==> src/rtl/text_cell_arbiter.sv <==
// Single-port character-cell RAM arbiter: scan-out reads always win, queued
// text writes and the full-grid clear sequencer share the leftover cycles.
module text_cell_arbiter #(
    parameter int unsigned CELLS      = 300,
    parameter int unsigned ADDR_W     = 9,
    parameter int unsigned DATA_W     = 8,
    parameter int unsigned FIFO_DEPTH = 4
) (
    input  logic                          clk,
    input  logic                          rst,
    input  logic                          rd_req,
    input  logic [ADDR_W-1:0]             rd_addr,
    output logic                          rd_valid,
    output logic [DATA_W-1:0]             rd_data,
    input  logic                          wr_valid,
    output logic                          wr_ready,
    input  logic [ADDR_W-1:0]             wr_addr,
    input  logic [DATA_W-1:0]             wr_data,
    output logic                          wr_oob,
    input  logic                          clr_start,
    output logic                          clr_busy,
    output logic                          clr_done,
    output logic [$clog2(FIFO_DEPTH):0]   fifo_count,
    output logic                          mem_en,
    output logic                          mem_we,
    output logic [ADDR_W-1:0]             mem_addr,
    output logic [DATA_W-1:0]             mem_wdata,
    input  logic [DATA_W-1:0]             mem_rdata
);

    localparam int unsigned PTR_W = (FIFO_DEPTH > 1) ? $clog2(FIFO_DEPTH) : 1;
    localparam int unsigned CNT_W = $clog2(FIFO_DEPTH) + 1;

    typedef enum logic {IDLE = 1'b0, CLEAR = 1'b1} state_t;

    typedef struct packed {
        logic [ADDR_W-1:0] addr;
        logic [DATA_W-1:0] data;
    } wr_entry_t;

    state_t            state;
    state_t            next_state;
    logic [ADDR_W-1:0] clr_ptr;
    logic [PTR_W-1:0]  wr_ptr;
    logic [PTR_W-1:0]  rd_ptr;
    logic              rd_ok;
    logic              pop;
    logic              push;
    logic              oob_accept;
    logic              clr_adv;
    logic              flush;
    wr_entry_t         fifo_q [FIFO_DEPTH];
    wr_entry_t         head;

    assign head       = fifo_q[rd_ptr];
    assign push       = wr_valid && wr_ready && (wr_addr < ADDR_W'(CELLS));
    assign oob_accept = wr_valid && wr_ready && (wr_addr >= ADDR_W'(CELLS));
    assign flush      = (state == IDLE) && clr_start;

    // Out-of-range reads and idle cycles return zero; gating also keeps rd_data at 0 in reset.
    assign rd_data = rd_ok ? mem_rdata : '0;

    // Port grant and next state: read > clear > queued write.
    always_comb begin
        next_state = state;
        mem_en     = 1'b0;
        mem_we     = 1'b0;
        mem_addr   = '0;
        mem_wdata  = '0;
        pop        = 1'b0;
        clr_adv    = 1'b0;
        wr_ready   = 1'b0;
        if (!rst) begin
            wr_ready = (state == IDLE) && (fifo_count < CNT_W'(FIFO_DEPTH)) && !clr_start;
            if (rd_req) begin
                mem_en   = 1'b1;
                mem_addr = rd_addr;
            end else if (state == CLEAR) begin
                mem_en   = 1'b1;
                mem_we   = 1'b1;
                mem_addr = clr_ptr;
                clr_adv  = 1'b1;
            end else if ((fifo_count != '0) && !clr_start) begin
                // A clear request discards the queue, so its head is not written either.
                mem_en    = 1'b1;
                mem_we    = 1'b1;
                mem_addr  = head.addr;
                mem_wdata = head.data;
                pop       = 1'b1;
            end
            case (state)
                IDLE:    if (clr_start) next_state = CLEAR;
                CLEAR:   if (clr_adv && (clr_ptr == ADDR_W'(CELLS - 1))) next_state = IDLE;
                default: next_state = IDLE;
            endcase
        end
    end

    always_ff @(posedge clk or posedge rst) begin
        if (rst) begin
            state      <= IDLE;
            clr_ptr    <= '0;
            wr_ptr     <= '0;
            rd_ptr     <= '0;
            fifo_count <= '0;
            rd_valid   <= 1'b0;
            rd_ok      <= 1'b0;
            wr_oob     <= 1'b0;
            clr_busy   <= 1'b0;
            clr_done   <= 1'b0;
        end else begin
            state    <= next_state;
            rd_valid <= rd_req;
            rd_ok    <= rd_req && (rd_addr < ADDR_W'(CELLS));
            wr_oob   <= oob_accept;
            clr_busy <= (next_state == CLEAR);
            clr_done <= (state == CLEAR) && (next_state == IDLE);
            if (flush) begin
                wr_ptr     <= '0;
                rd_ptr     <= '0;
                fifo_count <= '0;
                clr_ptr    <= '0;
            end else begin
                if (push) wr_ptr <= wr_ptr + PTR_W'(1);
                if (pop)  rd_ptr <= rd_ptr + PTR_W'(1);
                if (push && !pop)      fifo_count <= fifo_count + CNT_W'(1);
                else if (pop && !push) fifo_count <= fifo_count - CNT_W'(1);
                if (clr_adv) clr_ptr <= clr_ptr + ADDR_W'(1);
            end
        end
    end

    // Queue payload storage needs no reset; pointers define what is valid.
    always_ff @(posedge clk) begin
        if (push) fifo_q[wr_ptr] <= '{addr: wr_addr, data: wr_data};
    end

endmodule

==> config.mk <==
export PLATFORM = sky130hd
export DESIGN_NAME = text_cell_arbiter
export DESIGN_NICKNAME = d
export VERILOG_FILES = /design/src/rtl/text_cell_arbiter.sv
export SDC_FILE = /design/constraint.sdc
export NUM_CORES = 1
export LEC_CHECK = 0
export BUFFER_PORTS_ARGS = -buffer_cell sky130_fd_sc_hd__buf_2
export CAP_MARGIN = 20
export CORE_MARGIN = 8
export CORE_UTILIZATION = 55
export CTS_BUF_LIST = sky130_fd_sc_hd__clkbuf_16
export CTS_CLUSTER_SIZE = 12
export DETAILED_ROUTE_END_ITERATION = 6
export PLACE_DENSITY = 0.79
export SYNTH_ARGS = -nofsm -noshare
export SYNTH_HDL_FRONTEND = slang
export SYNTH_SLANG_ARGS = --single-unit
export TNS_END_PERCENT = 10
==> constraint.sdc <==
create_clock -name clk -period 3.3 [get_ports clk]
set_clock_uncertainty 0.2 [all_clocks]
set_input_delay 0.66 -clock clk [delete_from_list [all_inputs] [get_ports clk]]
set_output_delay 0.66 -clock clk [all_outputs]
set_load 0.05 [all_outputs]
# Word-level counts from Yosys, hierarchy flattened
# Memories as Yosys holds them, arrays and structs flattened.
# Index checks and enable logic that the tools add are counted.
[totals]
register_bits = 21
mem_bits_rw = 68
in_bits = 39
output_inout_bits = 35
elab_cells = 80
n_memories = 1
[op_classes]
n_addsub = 5
magnitude_cmp = 4
n_eq_ne = 1
n_mux = 38
bitwise = 2
reduce_logical = 20
[mem_list]
columns = ["memory", "words", "word_bits", "read_ports", "rd_ports_with_merged_regs", "write_ports", "line", "rtl"]
rows = [
  ["fifo_q", 4, 17, 1, 0, 1, "52", "wr_entry_t fifo_q [FIFO_DEPTH];"],
]
[ops]
columns = ["operator", "count"]
rows = [
  ["$mux W9", 6],
  ["$mux W8", 5],
  ["$mux W1", 19],
  ["$lt A9 B9 Y1 const B", 2],
  ["$logic_and A1 B1 Y1", 12],
  ["$add A9 B1 Y9 const B", 1],
  ["$eq A9 B9 Y1 const B", 1],
  ["$ge A9 B9 Y1 const B", 1],
  ["$mux W3", 3],
  ["$mux W2", 4],
  ["$reduce_bool A2 Y1", 3],
  ["$reduce_bool A3 Y1", 2],
  ["$add A2 B1 Y2 const B", 2],
  ["$add A3 B1 Y3 const B", 1],
  ["$logic_not A1 Y1", 3],
  ["$lt A3 B3 Y1 const B", 1],
  ["$sub A3 B1 Y3 const B", 1],
  ["$not A1 Y1", 2],
  ["$pmux W1 S2", 1],
]

# Longest topological paths before layout
# Gate-level depths: netlist (run 1).
[depth]
ltp_word = 11
mapped_depth = 9

# Least setup slack after synthesis (run 1)
# Ideal clock, no wire load.
[synth_timing]
path_type = "register to output"
startpoint = "reg fifo_count[2]"
endpoint = "out mem_we"
t_arrival_ns = 2.367
t_required_ns = 2.440
setup_slack_ns = 0.073
path_stages_with_launch = 5
path_buffers = 1
path_cell_list = "dfrtp_1 -> or3_1 -> clkbuf_1 -> a21oi_1 -> nor3_1"
[synth_via]
elab_chain_len = 6
[synth_lines]
columns = ["item", "line", "rtl"]
rows = [
  ["start, declared", "23", "output logic [$clog2(FIFO_DEPTH):0] fifo_count,"],
  ["start signal, assigned", "126", "if (push && !pop) fifo_count <= fifo_count + CNT_W'(1);"],
  ["start signal, assigned", "127", "else if (pop && !push) fifo_count <= fifo_count - CNT_W'(1);"],
  ["$reduce_bool A3 Y1", "83", "end else if ((fifo_count != '0) && !clr_start) begin"],
  ["$logic_and A1 B1 Y1", "83", ""],
  ["$mux W1", "83", ""],
  ["$mux W1", "78", "end else if (state == CLEAR) begin"],
  ["$mux W1", "75", "if (rd_req) begin"],
  ["$mux W1", "73", "if (!rst) begin"],
  ["end, declared", "25", "output logic mem_we,"],
]
# Every way passes these cells.

# Worst setup path in the final report (run 1)
[layout_timing]
startpoint = "reg rd_ptr[0]"
endpoint = "out mem_addr[8]"
[layout_via]
elab_chain_len = 5
[layout_lines]
columns = ["item", "line", "rtl"]
rows = [
  ["start, declared", "45", "logic [PTR_W-1:0] rd_ptr;"],
  ["start signal, assigned", "125", "if (pop) rd_ptr <= rd_ptr + PTR_W'(1);"],
  ["$mem_v2 Z4 W17", "n/a", ""],
  ["$mux W9", "83", ""],
  ["$mux W9", "78", ""],
  ["$mux W9", "75", ""],
  ["$mux W9", "73", ""],
  ["end, declared", "26", "output logic [ADDR_W-1:0] mem_addr,"],
]
# Every way passes these cells.

==> impl_metrics.yaml, run 1 <==
floorplanning:
  core_um2: 6869
  die_w_um: 100.5
  dieArea_um2: 10100
  start_util_pct: 57.14
  io_pins: 74
  die_height_um: 100.5
  row_count: 30
cells_and_area:
  multi_input_area_um2: 1257
  syn2layout_area_growth_pct: 21.13
  seq_area_um2: 2567
  n_antenna_cell: 0
  final_core_util_pct: 69.22
  final_layout_size_suffix_gt1_share_pct: 33.99
  fin_cells: 449
  final_nets: 393
  fillerInstances: 484
  final_area_um2: 4755
setup_path:
  cp_cell_sequence: "buf_4 > mux4_2 > a32oi_1 > nor2_1 > a21oi_1 > nor2_1 > buf_2"
  cp-end-kind: "output port"
  crit_buf_inv: 2
  slowest_delay_ns: 0.53
  cp_max_fo: 6
  crit_type: "flop to output port"
  start_kind: "flop"
  cpMostUsedCell: "nor2_1"
  slowest_stage: "mux4_2"
  critPathLaunch: "rd_ptr[0]"
  crit_arrival_ns: 2.23
  worst-endpoint-required_ns: 2.44
  cp_top_family: "multiplexers"
  r2r-start: "state"
timing:
  grt_setup_unrepaired: "no"
  period_minus_slack_ns: 3.093
  hold_viol: 0
  slew_headroom_pct: 44.30
  setup_slack_ns: 0.2072
  hold_slack_ns: 0.3049
  report.final.setup_viol: 0
  max_freq_mhz: 323.3
  tns_ns: 0
  drv_slew: 0
  fin_crit_sh_pct: 93.72
  worstMarginPinSlew_ns: 0.8345
drt:
  drtIter0Drc: 103
  vias: 2476
  drc: 0
  ant_nets: 0
  wl_mm: 8.251
  wl_per_cell_um: 18.38
  vias_per_cell: 5.514
  dr.pass1.iters: 4
logic_synthesis:
  synth.distinct_cells: 37
  synth_warnings: 0
  synth_edf_count: 68
  syn_area_um2: 3925
  syn_inst: 268
  synth_compound_area_share_pct: 5.897
  synth-simple-area-share_pct: 11.51
  synth_top_area_share_pct: 52.02
  synth-seq-cells: 89
  synth.area.mux_share_pct: 10.52
  synth_top_cell_by_area: "edfxtp_1"
  avgSynthCellArea_um2: 14.65
  synth_fa_ha_area_share_pct: 2.104
  synth_area_leaders: "edfxtp_1 52%, dfrtp_1 13%, mux4_2 9.8%"
  synthesis.nets: 313
  synth_top_family_by_area: "simple AND/OR/NAND/NOR gates"
  synth_ff_type: "edfxtp_1"
  synth-xor-area-share_pct: 2.008
  async_flop_share_pct: 23.60
  seq_area_frac_synth_pct: 65.41
min_path:
  hold_class: "input pin to flop"
  hold_start: "rd_addr[8]"
clock_tree:
  cts_sinks: 89
  cts_buffer_depth: 2
  h-tree-depth: 3
  clkTransAtPathRegs_ns: 0.06
  cts_tree: "yes"
  cts_resized: 0
  worstSkewPairLatency_ns: 0.34
  post-cts-setup-buffer-count: 0
  root_buffer: "clkbuf_16"
  cts-buffers-inserted: 9
  holdBufCountCts: 0
placement:
  dp_hpwl_mm: 5.636
  place_congestion: 0.8165
  dp_slack_ns: 0.4799
  port_buffers: 73
  placed_cell_area_um2: 4428
  dp_cells: 433
power:
  powerDensity_nw_per_um2: 646.0
  p_leak_nw: 1.854
  vdd.ir_drop.worst_mv: 0.4320
  design_power_total_mw: 3.072
global_route:
  grt_usage_pct: 17.25
  grt_max_degree: 24
  grt_pass1_wl_mm: 13.27
  overflow: 0
  antenna_found_initial: 0
  grt_pass1_vias: 2617
run:
  maxCapViolations: 0
run_status:
  status: "complete, no violations"
-- cell families (layout without fill, tap and decap cells) --
kind of cell	after synthesis	count (layout)
flip-flops	89	89
AND/OR/NAND/NOR	88	88
AO/OA/AOI/OAI	34	34
buffers and inverters	22	107
multiplexers	20	20
XOR/XNOR	9	9
adder cells (fa/ha/maj)	6	6
-- final cells by class --
type	instances	area share, %
clock buffer	9	4.737
clock inverter	7	2.132
inverter	8	0.6316
multi-input combinational	157	26.45
sequential	89	54.00
tap	96	2.526
timing repair buffer	83	9.526
-- layout by cell type (no fill, tap or decap), types with 2 or more instances in the layout --
cell        synthesis  layout
a21oi_1            14      14
a32oi_1             9       9
and2_1             12      12
buf_2               5      73
buf_4               1       9
bufinv_16           0       2
clkbuf_16           0       9
clkinvlp_4          0       2
dfrtp_1            21      21
edfxtp_1           68      68
ha_1                5       5
inv_1               8       8
inv_6               0       2
mux2i_1             3       3
mux4_2             17      17
nand2_1            15      15
nand3_1             5       5
nand4_1             4       4
nor2_1             32      32
nor2b_1             8       8
nor3_1              2       2
o21ai_0             5       5
or3_1               3       3
xnor2_1             2       2
xor2_1              7       7
-- sequential cells by signal, indices dropped and copies added, names as in the netlist --
signal,cells
state,1
fifo_count,3
wr_ptr,2
rd_ok,1
clr_done,1
wr_oob,1
rd_valid,1
fifo_q,68
rd_ptr,2
clr_ptr,9
-- worst reg2reg max path, delay by kind of cell, from the launching register on --
| family | cells | cell delay (ns) |
|---|---|---|
| flip-flops | 1 | 0.60 |
| AO/OA/AOI/OAI | 3 | 0.60 |
| AND/OR/NAND/NOR | 4 | 0.74 |
| adder cells (fa/ha/maj) | 1 | 0.41 |
-- power breakdown --
group / switching [mW] / internal [mW] / leakage [nW] / total [mW]
registers: 0.0841 / 1.27 / 0.891 / 1.35
clock network: 0.433 / 0.670 / 0.153 / 1.10
logic: 0.374 / 0.245 / 0.810 / 0.619
total: 0.892 / 2.18 / 1.85 / 3.07
-- synthesized netlist by cell type (3+ instances only) --
| master | number |
|---|---|
| mux4_2 | 17 |
| nand4_1 | 4 |
| mux2i_1 | 3 |
| a32oi_1 | 9 |
| buf_2 | 5 |
| inv_1 | 8 |
| ha_1 | 5 |
| nor2_1 | 32 |
| o21ai_0 | 5 |
| a21oi_1 | 14 |
| dfrtp_1 | 21 |
| nand2_1 | 15 |
| edfxtp_1 | 68 |
| clkbuf_1 | 7 |
| or3_1 | 3 |
| and2_1 | 12 |
| nand3_1 | 5 |
| nor2b_1 | 8 |
| xor2_1 | 7 |
-- layer usage --
metal	vias to the layer above	track usage, %	share of wire, %
met5	-	0	0
met4	0	7.209	1.6
met3	11	5.525	7.6
met2	90	27.64	47
met1	1210	21.04	44
li1	1165	-	-
-- final timing paths --
| path | to | slack (ns) | depth (start not counted) |
|---|---|---|---|
| setup / recovery | mem_addr[8] | 0.21 | 7 |
| hold / removal | rd_ok | 0.30 | 2 |
| setup reg to reg | fifo_count[2] | 0.64 | 8 |
| hold reg to reg | fifo_count[0] | 0.37 | 1 |
| max in group asynchronous | clr_ptr[1] | 1.93 | 2 |
| min in group asynchronous | state | 0.44 | 2 |
Power figures use the tool's default switching activity.
==> run 2, diff against run 1 <==
--- a/config.mk
+++ b/config.mk
@@ -5,6 +5,7 @@
 export SDC_FILE = /design/constraint.sdc
 export NUM_CORES = 1
 export LEC_CHECK = 0
+export ABC_AREA = 1
 export BUFFER_PORTS_ARGS = -buffer_cell sky130_fd_sc_hd__buf_2
 export CAP_MARGIN = 20
 export CORE_MARGIN = 8
==> run 2 against run 1 <==
Compared with the run above: count of clock-buffer cells in the layout is the same; fmax shrank 0.14%; worst hold slack lost 0.19 ns; critical path depth shrank 1; synthesized cell count grew 53%; via count grew 31%; clock power shrank 5%; non-clock buffer count shrank 1; largest cell class unchanged.
==> impl_metrics.yaml, run 2 <==
global_route:
  grt_usage_pct: 18.39
  antenna_found_initial: 0
  grt_pass1_vias: 3120
  grt_pass1_wl_mm: 14.88
  grt_max_degree: 37
  overflow: 0
logic_synthesis:
  synth_ff_type: "edfxtp_1"
  async_flop_share_pct: 23.60
  synth_area_leaders: "edfxtp_1 49%, dfrtp_1 12%, a21oi_1 5.6%"
  syn_inst: 411
  synth-simple-area-share_pct: 17.13
  synth_edf_count: 68
  synth_fa_ha_area_share_pct: 1.963
  seq_area_frac_synth_pct: 61.02
  synth.area.mux_share_pct: 0
  netlist_top_cells_count: "68 x edfxtp_1, 52 x nor2_1, 48 x inv_1"
  synth_warnings: 0
  syn_area_um2: 4208
  synth_compound_area_share_pct: 12.07
  synth_top_family_by_area: "simple AND/OR/NAND/NOR gates"
  synth.distinct_cells: 32
  synth_top_cell_by_area: "edfxtp_1"
  synth-seq-cells: 89
  avgSynthCellArea_um2: 10.24
  synth-xor-area-share_pct: 0.4163
  yosysMostFrequentCell: "edfxtp_1"
  synthesis.nets: 456
  synth_top_area_share_pct: 48.53
setup_path:
  crit_type: "flop to output port"
  worst-endpoint-required_ns: 2.44
  cp_max_fo: 19
  cp-end-kind: "output port"
  crit_arrival_ns: 2.24
  start_kind: "flop"
cells_and_area:
  final_common_cell: "buf_2"
  top_regs: "fifo_q: 68 flops, clr_ptr: 9 flops, fifo_count: 3 flops"
  n_antenna_cell: 0
  multi_input_area_um2: 1333
  fillerInstances: 562
  largest_reg_flops: 68
  final_nets: 531
  final_cell_mix: "73 x buf_2, 68 x edfxtp_1, 52 x nor2_1, 48 x inv_1, 46 x a21oi_1"
  syn2layout_area_growth_pct: 18.38
  seq_area_um2: 2567
  final_layout_size_suffix_gt1_share_pct: 25.25
  final_core_util_pct: 65.82
  regMostFlops: "fifo_q"
clock_tree:
  cts_tree: "yes"
  h-tree-depth: 3
  cts_resized: 0
  root_buffer: "clkbuf_16"
  holdBufCountCts: 0
  cts_buffer_depth: 2
  post-cts-setup-buffer-count: 0
  cts_sinks: 89
  clkTransAtPathRegs_ns: 0.07
  worstSkewPairLatency_ns: 0.33
  cts-buffers-inserted: 9
placement:
  place_congestion: 0.9585
  dp_hpwl_mm: 6.750
  port_buffers: 73
drt:
  vias_per_cell: 5.470
  wl_per_cell_um: 16.06
  drtIter0Drc: 225
  vias: 3244
  dr.pass1.iters: 4
  wl_mm: 9.523
  drc: 0
  ant_nets: 0
floorplanning:
  start_util_pct: 55.61
  core_um2: 7567
  io_pins: 74
  die_height_um: 103.5
  dieArea_um2: 10710
  row_count: 32
  die_w_um: 103.5
timing:
  drv_slew: 0
  slew_headroom_pct: 47.72
  max_freq_mhz: 322.9
  fin_crit_sh_pct: 93.85
  hold_slack_ns: 0.1199
  hold_viol: 0
  period_minus_slack_ns: 3.097
  grt_setup_unrepaired: "no"
  report.final.setup_viol: 0
  worstMarginPinSlew_ns: 0.7842
run:
  maxCapViolations: 0
min_path:
  hold_class: "input pin to async pin"
run_status:
  status: "complete, no violations"
power:
  powerDensity_nw_per_um2: 619.0
  vdd.ir_drop.worst_mv: 0.3248
  p_leak_nw: 2.179
## run 2: stage by stage
stage	TNS [ns]	power, mW	area (µm²)	cells	setup slack [ns]
2_1_floorplan	-0.6062	1.882	4212	411	-0.08660
3_3_place_gp	0	2.041	4674	577	0.5929
3_5_place_dp	0	2.055	4674	577	0.5785
4_1_cts	0	3.093	4981	593	0.2226
5_1_grt	0	3.216	4981	593	0.1074
6_report	0	3.083	4981	593	0.2029
## run 2: path summary, 6_finish.rpt
| path | startpoint | endpoint | slack (ns) | cells after the start |
|---|---|---|---|---|
| max | rd_ptr[1] | mem_addr[7] | 0.20 | 6 |
| min | rst | clr_ptr[0] | 0.12 | 2 |
| max reg2reg | state | fifo_count[2] | 0.98 | 12 |
| min reg2reg | clr_ptr[0] | clr_ptr[0] | 0.36 | 1 |
| max in group asynchronous | rst | clr_ptr[4] | 2.14 | 4 |
| min in group clk | wr_data[6] | fifo_q[3][6] | 0.33 | 1 |
## run 2: routing by layer
metal	track usage, %	wire length (µm)	up-vias
li1	-	-	1548
met1	22.47	3717	1516
met2	29.64	4666	155
met3	5.154	951	25
met4	8.343	188	0
met5	0	0	-
## run 2: cell type report
| type | instances | area share (%) |
|---|---|---|
| Sequential cell | 89 | 51.54 |
| Multi-Input combinational cell | 251 | 26.75 |
| Timing Repair Buffer | 82 | 8.942 |
| Clock buffer | 9 | 4.521 |
| Inverter | 53 | 4.044 |
| Tap cell | 102 | 2.562 |
| Clock inverter | 7 | 1.633 |
## run 2: critical path: stages, from the launching register on
cell and delay [ns]:
dfrtp_1 0.85, inv_4 0.23, a21oi_1 0.20, o21ai_0 0.18, nand3_1 0.15, a21oi_1 0.07, buf_2 0.21
## run 2: kinds of logic (layout without fill, tap and decap cells)
logic type / count (synthesis) / after routing
AO/OA/AOI/OAI: 101 / 101
adder cells (fa/ha/maj): 6 / 6
flip-flops: 89 / 89
XOR/XNOR: 2 / 2
buffers and inverters: 71 / 151
AND/OR/NAND/NOR: 142 / 142
## run 2: power breakdown
part	total (mW)	internal, mW	switching [mW]
Clock	1.04	0.602	0.442
Combinational	0.690	0.203	0.487
Sequential	1.35	1.26	0.0880
Total	3.08	2.07	1.02
